**src/rtl/round_sat_pipe_if.sv**
```systemverilog
// round_sat_pipe_if
//   Streaming bundle for the requantiser: the wide input beat (valid/ready,
//   rounding mode, packed lanes) and the narrow output beat (valid/ready,
//   packed lanes, per-lane clamp flags).
//   Modports:
//     slave  - the requantiser's view (consumes din, produces dout)
//     master - the upstream/downstream environment's view
//   Parameters: WI input lane width, WO output lane width, NCH lane count.
interface round_sat_pipe_if #(
  parameter int WI  = 31,
  parameter int WO  = 10,
  parameter int NCH = 2
);
  logic               in_vld;
  logic               in_rdy;
  logic [1:0]         mode;
  logic [NCH*WI-1:0]  din;
  logic               out_vld;
  logic               out_rdy;
  logic [NCH*WO-1:0]  dout;
  logic [NCH-1:0]     out_sat;

  modport slave (
    input  in_vld, mode, din, out_rdy,
    output in_rdy, out_vld, dout, out_sat
  );

  modport master (
    output in_vld, mode, din, out_rdy,
    input  in_rdy, out_vld, dout, out_sat
  );
endinterface

```
**src/rtl/round_sat_pipe.sv**
```systemverilog
// round_sat_pipe
//   Multi-lane two-stage requantiser. Each signed WI-bit lane loses its
//   D = WI-WO LSBs under a per-beat rounding mode, then is clamped to WO bits.
//   Stage 1 registers the rounded sum (WO+1 bits, so it cannot wrap), stage 2
//   clamps and registers the output beat. Both stages advance together
//   whenever the output slot is empty or being drained.
//   Optional feature macro: ROUND_SAT_CNT_EN (saturation event counter).
//   Without it sat_cnt is tied to zero and no counter flops exist.
// Ports
//   i_clk      clock, rising edge
//   i_rst      synchronous reset, active high
//   bus        round_sat_pipe_if.slave (in_vld/in_rdy/mode/din,
//              out_vld/out_rdy/dout/out_sat)
//   i_clr      clears sticky flags and event counter
//   o_sat_stk  per-lane sticky OR of out_sat over accepted output beats
//   o_sat_cnt  number of accepted output beats with any lane clamped
module round_sat_pipe #(
  parameter int WI      = 31,
  parameter int WO      = 10,
  parameter int NCH     = 2,
  parameter int SYM_SAT = 1,
  parameter int CNT_W   = 16
) (
  input  logic              i_clk,
  input  logic              i_rst,
  round_sat_pipe_if.slave   bus,
  input  logic              i_clr,
  output logic [NCH-1:0]    o_sat_stk,
  output logic [CNT_W-1:0]  o_sat_cnt
);

  localparam int D = WI - WO;

  localparam logic [1:0] M_TRUNC = 2'd0;
  localparam logic [1:0] M_AWAY  = 2'd1;
  localparam logic [1:0] M_EVEN  = 2'd2;
  localparam logic [1:0] M_UP    = 2'd3;

  // Clamp limits in the WO+1 bit sum domain and in the WO bit output domain.
  localparam logic [WO:0]   C_MAX      = {2'b00, {(WO-1){1'b1}}};
  localparam logic [WO:0]   C_MIN      = {2'b11, {(WO-1){1'b0}}};
  localparam logic [WO-1:0] C_OUT_MAX  = {1'b0, {(WO-1){1'b1}}};
  localparam logic [WO-1:0] C_OUT_NSYM = {1'b1, {(WO-2){1'b0}}, 1'b1};

  logic           w_en;
  logic           r_s1_vld;
  logic           r_out_vld;
  logic [NCH-1:0] w_sat_all;
  logic           w_hs;
  logic           w_any_sat;

  assign w_en        = ~r_out_vld | bus.out_rdy;
  assign bus.in_rdy  = w_en;
  assign bus.out_vld = r_out_vld;

  always_ff @(posedge i_clk) begin
    if (i_rst) begin
      r_s1_vld  <= 1'b0;
      r_out_vld <= 1'b0;
    end else if (w_en) begin
      r_s1_vld  <= bus.in_vld;
      r_out_vld <= r_s1_vld;
    end
  end

  genvar k;
  for (k = 0; k < NCH; k++) begin : g_lane
    logic [WI-1:0] w_x;
    logic [WO-1:0] w_q;
    logic          w_h;
    logic          w_r;
    logic          w_s;
    logic          w_inc;
    logic [WO:0]   w_sum;
    logic [WO:0]   r_sum;
    logic          w_pos_ovf;
    logic          w_neg_ovf;
    logic [WO-1:0] w_dout_nxt;
    logic          w_sat_nxt;
    logic [WO-1:0] r_dout;
    logic          r_sat;

    assign w_x = bus.din[k*WI +: WI];
    // Upper WO bits are exactly the floor of din / 2^D in two's complement.
    assign w_q = w_x[WI-1:D];
    assign w_h = w_x[D-1];
    assign w_r = |w_x[D-2:0];
    assign w_s = w_x[WI-1];

    always_comb begin
      w_inc = 1'b0;
      case (bus.mode)
        M_TRUNC: w_inc = 1'b0;
        M_AWAY:  w_inc = w_h & (w_r | ~w_s);
        M_EVEN:  w_inc = w_h & (w_r | w_q[0]);
        M_UP:    w_inc = w_h;
        default: w_inc = 1'b0;
      endcase
    end

    assign w_sum = {w_q[WO-1], w_q} + {{WO{1'b0}}, w_inc};

    // The sum only exceeds the positive limit by rounding up from the top
    // code; the negative limit is reached only by the most negative code.
    assign w_pos_ovf = $signed(r_sum) > $signed(C_MAX);
    assign w_neg_ovf = (SYM_SAT != 0) && (r_sum == C_MIN);

    always_comb begin
      w_dout_nxt = r_sum[WO-1:0];
      w_sat_nxt  = 1'b0;
      if (w_pos_ovf) begin
        w_dout_nxt = C_OUT_MAX;
        w_sat_nxt  = 1'b1;
      end else if (w_neg_ovf) begin
        w_dout_nxt = C_OUT_NSYM;
        w_sat_nxt  = 1'b1;
      end
    end

    // Data registers load only with a valid beat so bubbles leave dout as-is.
    always_ff @(posedge i_clk) begin
      if (i_rst) begin
        r_sum  <= '0;
        r_dout <= '0;
        r_sat  <= 1'b0;
      end else if (w_en) begin
        if (bus.in_vld) r_sum <= w_sum;
        if (r_s1_vld) begin
          r_dout <= w_dout_nxt;
          r_sat  <= w_sat_nxt;
        end
      end
    end

    assign bus.dout[k*WO +: WO] = r_dout;
    assign w_sat_all[k]         = r_sat;
  end

  assign bus.out_sat = w_sat_all;
  assign w_hs        = r_out_vld & bus.out_rdy;
  assign w_any_sat   = |w_sat_all;

  logic [NCH-1:0] r_sat_stk;

  // A handshake in the same cycle as clr is recorded after the clear.
  always_ff @(posedge i_clk) begin
    if (i_rst) begin
      r_sat_stk <= '0;
    end else if (i_clr) begin
      r_sat_stk <= w_hs ? w_sat_all : '0;
    end else if (w_hs) begin
      r_sat_stk <= r_sat_stk | w_sat_all;
    end
  end

  assign o_sat_stk = r_sat_stk;

`ifdef ROUND_SAT_CNT_EN
  logic [CNT_W-1:0] r_sat_cnt;

  always_ff @(posedge i_clk) begin
    if (i_rst) begin
      r_sat_cnt <= '0;
    end else if (i_clr) begin
      r_sat_cnt <= (w_hs & w_any_sat) ? CNT_W'(1) : '0;
    end else if (w_hs & w_any_sat & ~(&r_sat_cnt)) begin
      r_sat_cnt <= r_sat_cnt + CNT_W'(1);
    end
  end

  assign o_sat_cnt = r_sat_cnt;
`else
  assign o_sat_cnt = '0;
`endif

endmodule

```
**src/flat_wrapper.sv**
```systemverilog
// flat-port wrapper written by rule: the top's interface ports become plain ports
module round_sat_pipe_flat 
#(
  parameter int WI      = 31,
  parameter int WO      = 10,
  parameter int NCH     = 2,
  parameter int SYM_SAT = 1,
  parameter int CNT_W   = 16
)
  (i_clk, i_rst, i_clr, o_sat_stk, o_sat_cnt, bus_in_vld, bus_mode, bus_din, bus_out_rdy, bus_in_rdy, bus_out_vld, bus_dout, bus_out_sat);
  round_sat_pipe_if #(.WI(WI), .WO(WO), .NCH(NCH)) bus_i ();
  input  logic i_clk;
  input  logic i_rst;
  input  logic i_clr;
  output logic [NCH-1:0] o_sat_stk;
  output logic [CNT_W-1:0] o_sat_cnt;
  input wire logic [$bits(bus_i.in_vld)-1:0] bus_in_vld;
  input wire logic [$bits(bus_i.mode)-1:0] bus_mode;
  input wire logic [$bits(bus_i.din)-1:0] bus_din;
  input wire logic [$bits(bus_i.out_rdy)-1:0] bus_out_rdy;
  output wire logic [$bits(bus_i.in_rdy)-1:0] bus_in_rdy;
  output wire logic [$bits(bus_i.out_vld)-1:0] bus_out_vld;
  output wire logic [$bits(bus_i.dout)-1:0] bus_dout;
  output wire logic [$bits(bus_i.out_sat)-1:0] bus_out_sat;
  assign bus_i.in_vld = bus_in_vld;
  assign bus_i.mode = bus_mode;
  assign bus_i.din = bus_din;
  assign bus_i.out_rdy = bus_out_rdy;
  assign bus_in_rdy = bus_i.in_rdy;
  assign bus_out_vld = bus_i.out_vld;
  assign bus_dout = bus_i.dout;
  assign bus_out_sat = bus_i.out_sat;
  round_sat_pipe #(.WI(WI), .WO(WO), .NCH(NCH), .SYM_SAT(SYM_SAT), .CNT_W(CNT_W)) u_core (.i_clk(i_clk), .i_rst(i_rst), .bus(bus_i), .i_clr(i_clr), .o_sat_stk(o_sat_stk), .o_sat_cnt(o_sat_cnt));
endmodule
```
**config.mk**
```make
export PLATFORM = sky130hd
export DESIGN_NAME = round_sat_pipe_flat
export DESIGN_NICKNAME = d
export VERILOG_FILES = /design/src/rtl/round_sat_pipe_if.sv /design/src/rtl/round_sat_pipe.sv /design/src/flat_wrapper.sv
export SDC_FILE = /design/constraint.sdc
export NUM_CORES = 1
export LEC_CHECK = 0
export CAP_MARGIN = 20
export CORE_ASPECT_RATIO = 0.75
export CORE_MARGIN = 2
export CORE_UTILIZATION = 38
export CTS_CLUSTER_SIZE = 14
export DETAILED_ROUTE_END_ITERATION = 16
export GPL_ROUTABILITY_DRIVEN = 0
export PLACE_DENSITY = 0.77
export SETUP_SLACK_MARGIN = 0.2
export SKIP_CTS_REPAIR_TIMING = 1
export SYNTH_ARGS = -nofsm -noshare
export SYNTH_HDL_FRONTEND = slang
export SYNTH_SLANG_ARGS = --single-unit
```
**constraint.sdc**
```tcl
create_clock -name i_clk -period 2.5 [get_ports i_clk]
set_clock_uncertainty 0.15 [all_clocks]
set_input_delay 0.625 -clock i_clk [delete_from_list [all_inputs] [get_ports i_clk]]
set_output_delay 0.625 -clock i_clk [all_outputs]
set_load 0.02 [all_outputs]
```
=== Word level (Yosys, flattened, before mapping) ===
Cells that the tools add are included.

* $add $sub $neg: 2
* $lt $le $gt $ge: 2
* Equal/unequal tests: 5
* Multiplexer cells: 13
* Bitwise operators: 14
* Reduce and logical (&&, ||, !) cells: 6

{| class="wikitable"
|+ Operators by type and width
! operator !! count
|-
| $mux 10 || 4
|-
| $reduce_or 20->1 || 2
|-
| $add 10x2->11 || 2
|-
| $eq 11x11->1 const B || 2
|-
| $gt 11x10->1 const B || 2
|-
| $pmux 1 s4 || 2
|-
| $mux 2 || 3
|-
| $and 1x1->1 || 5
|-
| $or 1x1->1 || 5
|-
| $eq 2x2->1 const B || 2
|-
| $mux 1 || 4
|-
| $reduce_and 2->1 || 2
|-
| $not 1->1 || 3
|-
| $eq 2x1->1 const B || 1
|-
| $logic_not 2->1 || 1
|-
| $or 2x2->2 || 1
|-
| $reduce_bool 2->1 || 1
|}

* Flip-flop bits (word level): 48
* Input bits: 69
* Output and inout port bits: 42
* Logic and storage cells: 51

=== Logic depth before layout (Yosys ltp) ===
* Depth after elaboration: 5
* Depth in mapped cells: 12
* Mapped depth without buffers: 12

=== Worst setup path before layout ===
No wires, ideal clock.

* Path kind: in2reg
* Start point: input bus_mode[0]
* End point: register u_core.g_lane[0].r_sum[8]
* Setup time: 0.088 ns
* Arrival: 2.422 ns
* Required time: 2.262 ns
* Setup slack: -0.160 ns
* Cell stages on the path: 11
* Path buffers: 0
* Cells stage by stage: inv_1 > ha_1 > nor2b_1 > o2111ai_1 > o21ai_0 > a21oi_1 > ha_1 > ha_1 > nand3_1 > or3_1 > a311oi_2

* Cells in the longest elaborated chain, start to end: 3
* Elaborated cells on any way between the ends: 6
* Those cells by class: 1 x add/sub; 3 x eq/ne; 1 x mux; 1 x reduce/logical

{| class="wikitable"
|+ Ends and longest elaborated chain
! element !! RTL line !! RTL
|-
| start, declared || flat_wrapper.sv:18 || <nowiki>input wire logic [$bits(bus_i.mode)-1:0] bus_mode;</nowiki>
|-
| $eq 2x2->1, or another cell as far along || round_sat_pipe.sv:92 || <nowiki>case (bus.mode)</nowiki>
|-
| $pmux 1 s4 * || round_sat_pipe.sv:92 ||
|-
| $add 10x2->11 * || round_sat_pipe.sv:101 || <nowiki>assign w_sum = {w_q[WO-1], w_q} + {{WO{1'b0}}, w_inc};</nowiki>
|-
| end signal, assigned || round_sat_pipe.sv:127 || <nowiki>if (bus.in_vld) r_sum <= w_sum;</nowiki>
|-
| end, declared || round_sat_pipe.sv:75 || <nowiki>logic [WO:0] r_sum;</nowiki>
|}

Mark *: on every way between the ends. The rest lies on a longest branch, timed or not.
A chain may end at the register's enable or synchronous reset.

=== Final worst setup path ===
Ends and elaborated chain as after synthesis.

==> metrics <==
initial antenna violation count 0; Via-to-Cell Ratio 4.863; Peak VDD IR 0.2191 mV; CTS Root Cell clkbuf_8; Period minus WS final 2.540 ns; Final Hold Vio Count 0; Sum Neg Setup Slack -0.05771 ns; Rows 25; Die Ht 73.38 um; Worst Setup End Kind flop; worst hold path class reg -> reg; P_sw 513.1 uW; post-synthesis sequential area ratio 39.40%; final setup vio count 2; Initial DRC Count 80; RSZ-0062 raised after global routing yes; Clock power frac 24.4%; YS warnings 0; Worst setup SP type input port; Worst Max-Slew Pin Slew 0.5194 ns; worst path arrival time 2.60 ns; Clock Latency Late Sink 0.29 ns; synthesized area 2439 um2; Final Max Slew Viols 0; predominant post-synthesis flop cell dfxtp_1; Adder-Cell Fraction of Synth Area 4.105%; Post-Synth Simple-Gate Area 29.45%; fillers 542; mux share of post-synthesis cell area 0%; status finished, violations left; commonest non-fill, non-tap cells in the layout clkdlybuf4s50_1 (57), dfxtp_1 (48), nor2_1 (40), nor3_1 (35), dlymetal6s2s_1 (35); syn_area_per_cell 8.183 um2; DR top layer met4; boundary pin count 111; final hold slack 0.3158 ns; Synth Area in Compound Gates 11.90%; # placed instances 472; cell count after synthesis 298; wire per inst 12.99 um; share of post-route cells with drive strength above 1 19.20%; failing checks setup timing; FF/Latch Area 960.9 um2; drt total wl 6261 um; Tcrit/Tclk final 101.6%; CP Data Required Time 2.56 ns; Leak Pwr 1.698 nW; Die X 96.50 um; Die ar. 7081 um2; grt total ovfl 0; CTS Buf Count 5; met3 WL 521 um; clock-pin slew on the worst setup and hold paths 0.09 ns; synthesis-stage register bit count 48; TritonCTS clock tree built; xor/xnor share of the synthesized area 5.028%; Initial Util 38.98%; final std cells w/o fill 482; Max-Cap Viols 0; Place WS -0.7390 ns; post-route antenna net violation count 0; Final Util 63.50%; Net Sw Frac 29.07%; crit path max fanout 4; layout overhead on the synthesized area 62.90%; area of the multi-input gates 1572 um2; total track usage 16.47%; sequential power share 48.6%; global-route wire length before repair 9266 um; largest family of logic cells by synthesized area simple AND/OR/NAND/NOR gates; Metal-1 WL 2947 um; # DRC 0; H-tree Lvls 2; clock sink total 48; area of the core 6256 um2; Max clock buf depth 2; Post-synth ARST share 0%; drt pass-1 iters 4; combinational power share 27.0%; Slew HR 65.30%; fin nets 478; met2 wire length 2717 um; fmax 393.7 MHz; largest net degree at the start of global routing 49; most common cell after layout, fill and taps aside clkdlybuf4s50_1; internal power 1.252 mW; Unique masters post-synth 39; vias in the first global route 2,050; WS Path Type in -> reg; dpl hpwl 4705 um; setup ws final -0.04009 ns; IO Port Bufs 94; ant diodes 0; vias 2,344; power density cells 444.3 nW/um2; Post-synth EDFFs 0
registers in the layout, indices dropped and copies added (netlist names):
signal	cells
u_core.bus.out_vld	1
u_core.g_lane.r_dout	20
u_core.g_lane.r_sat	2
u_core.r_s1_vld	1
u_core.g_lane.r_sum	22
u_core.o_sat_stk	2
synthesized netlist by cell type (all sizes together) (3+ instances only):
library cell,count,area (um2)
dfxtp,48,960.9
nor2,44,165.2
nor3,38,195.2
buf,26,186.4
nand2,22,82.58
a211oi,16,125.1
nor4,13,81.33
a21oi,12,60.06
xnor2,10,87.58
nand3,9,55.05
ha,8,100.1
inv,8,30.03
clkbuf,7,26.28
nor2b,6,37.54
o21ai,4,20.02
xor2,4,35.03
a311oi,3,32.53
nand2b,3,26.27
nand4,3,25.02
power groups by stage:
stage / registers [mW] / clock network (mW) / logic, mW
3_3_place_gp: 0.873 / 0 / 0.441
4_1_cts: 0.858 / 0.432 / 0.448
5_1_grt: 0.866 / 0.460 / 0.520
2_1_floorplan: 0.895 / 0 / 0.215
3_5_place_dp: 0.876 / 0 / 0.446
6_report: 0.859 / 0.430 / 0.477
layer usage:
layer,up-vias,track usage [%]
met5,-,0
met1,1019,21.99
li1,1220,-
met4,0,3.912
met2,96,26.08
met3,9,5.231
through the flow:
| step | area [um2] | power, mW |
|---|---|---|
| 6_report | 3973 | 1.765 |
| 5_1_grt | 3973 | 1.847 |
| 3_3_place_gp | 3542 | 1.314 |
| 2_1_floorplan | 2560 | 1.110 |
| 4_1_cts | 3620 | 1.738 |
| 3_5_place_dp | 3542 | 1.322 |
kinds of logic after synthesis:
group / Yosys count
flops: 48
fa+ha+maj: 8
buf+inv: 41
xor+xnor: 14
simple gates: 145
other cells: 1
compound gates: 41
critical path: stages:
cell       delay [ns]
buf_6            0.09
buf_6            0.12
inv_12           0.04
ha_4             0.14
buf_6            0.09
nor2b_2          0.03
o2111ai_2        0.15
o21ai_1          0.07
a21oi_1          0.15
ha_2             0.25
ha_4             0.16
nand3_2          0.07
or3_4            0.40
a311oi_2         0.20
final timing paths:
kind | from | endpoint | slack, ns | cells past startpoint
min reg2reg | u_core.g_lane[1].r_dout[9] | u_core.g_lane[1].r_dout[9] | 0.32 | 2
min | u_core.g_lane[1].r_dout[9] | u_core.g_lane[1].r_dout[9] | 0.32 | 2
max | bus_mode[0] | u_core.g_lane[0].r_sum[8] | -0.04 | 14
max reg2reg | u_core.bus.out_vld | u_core.g_lane[1].r_sum[4] | 0.97 | 5
area by class of cell:
type                       instances  area share (%)
multi-input combinational        224           39.56
tap                               81           2.551
sequential                        48           24.19
clock buffer                       6           1.827
inverter                           8           1.071
timing repair buffer             114           30.68
clock inverter                     1          0.1260
Note: power is estimated with default switching activity, not from simulation.
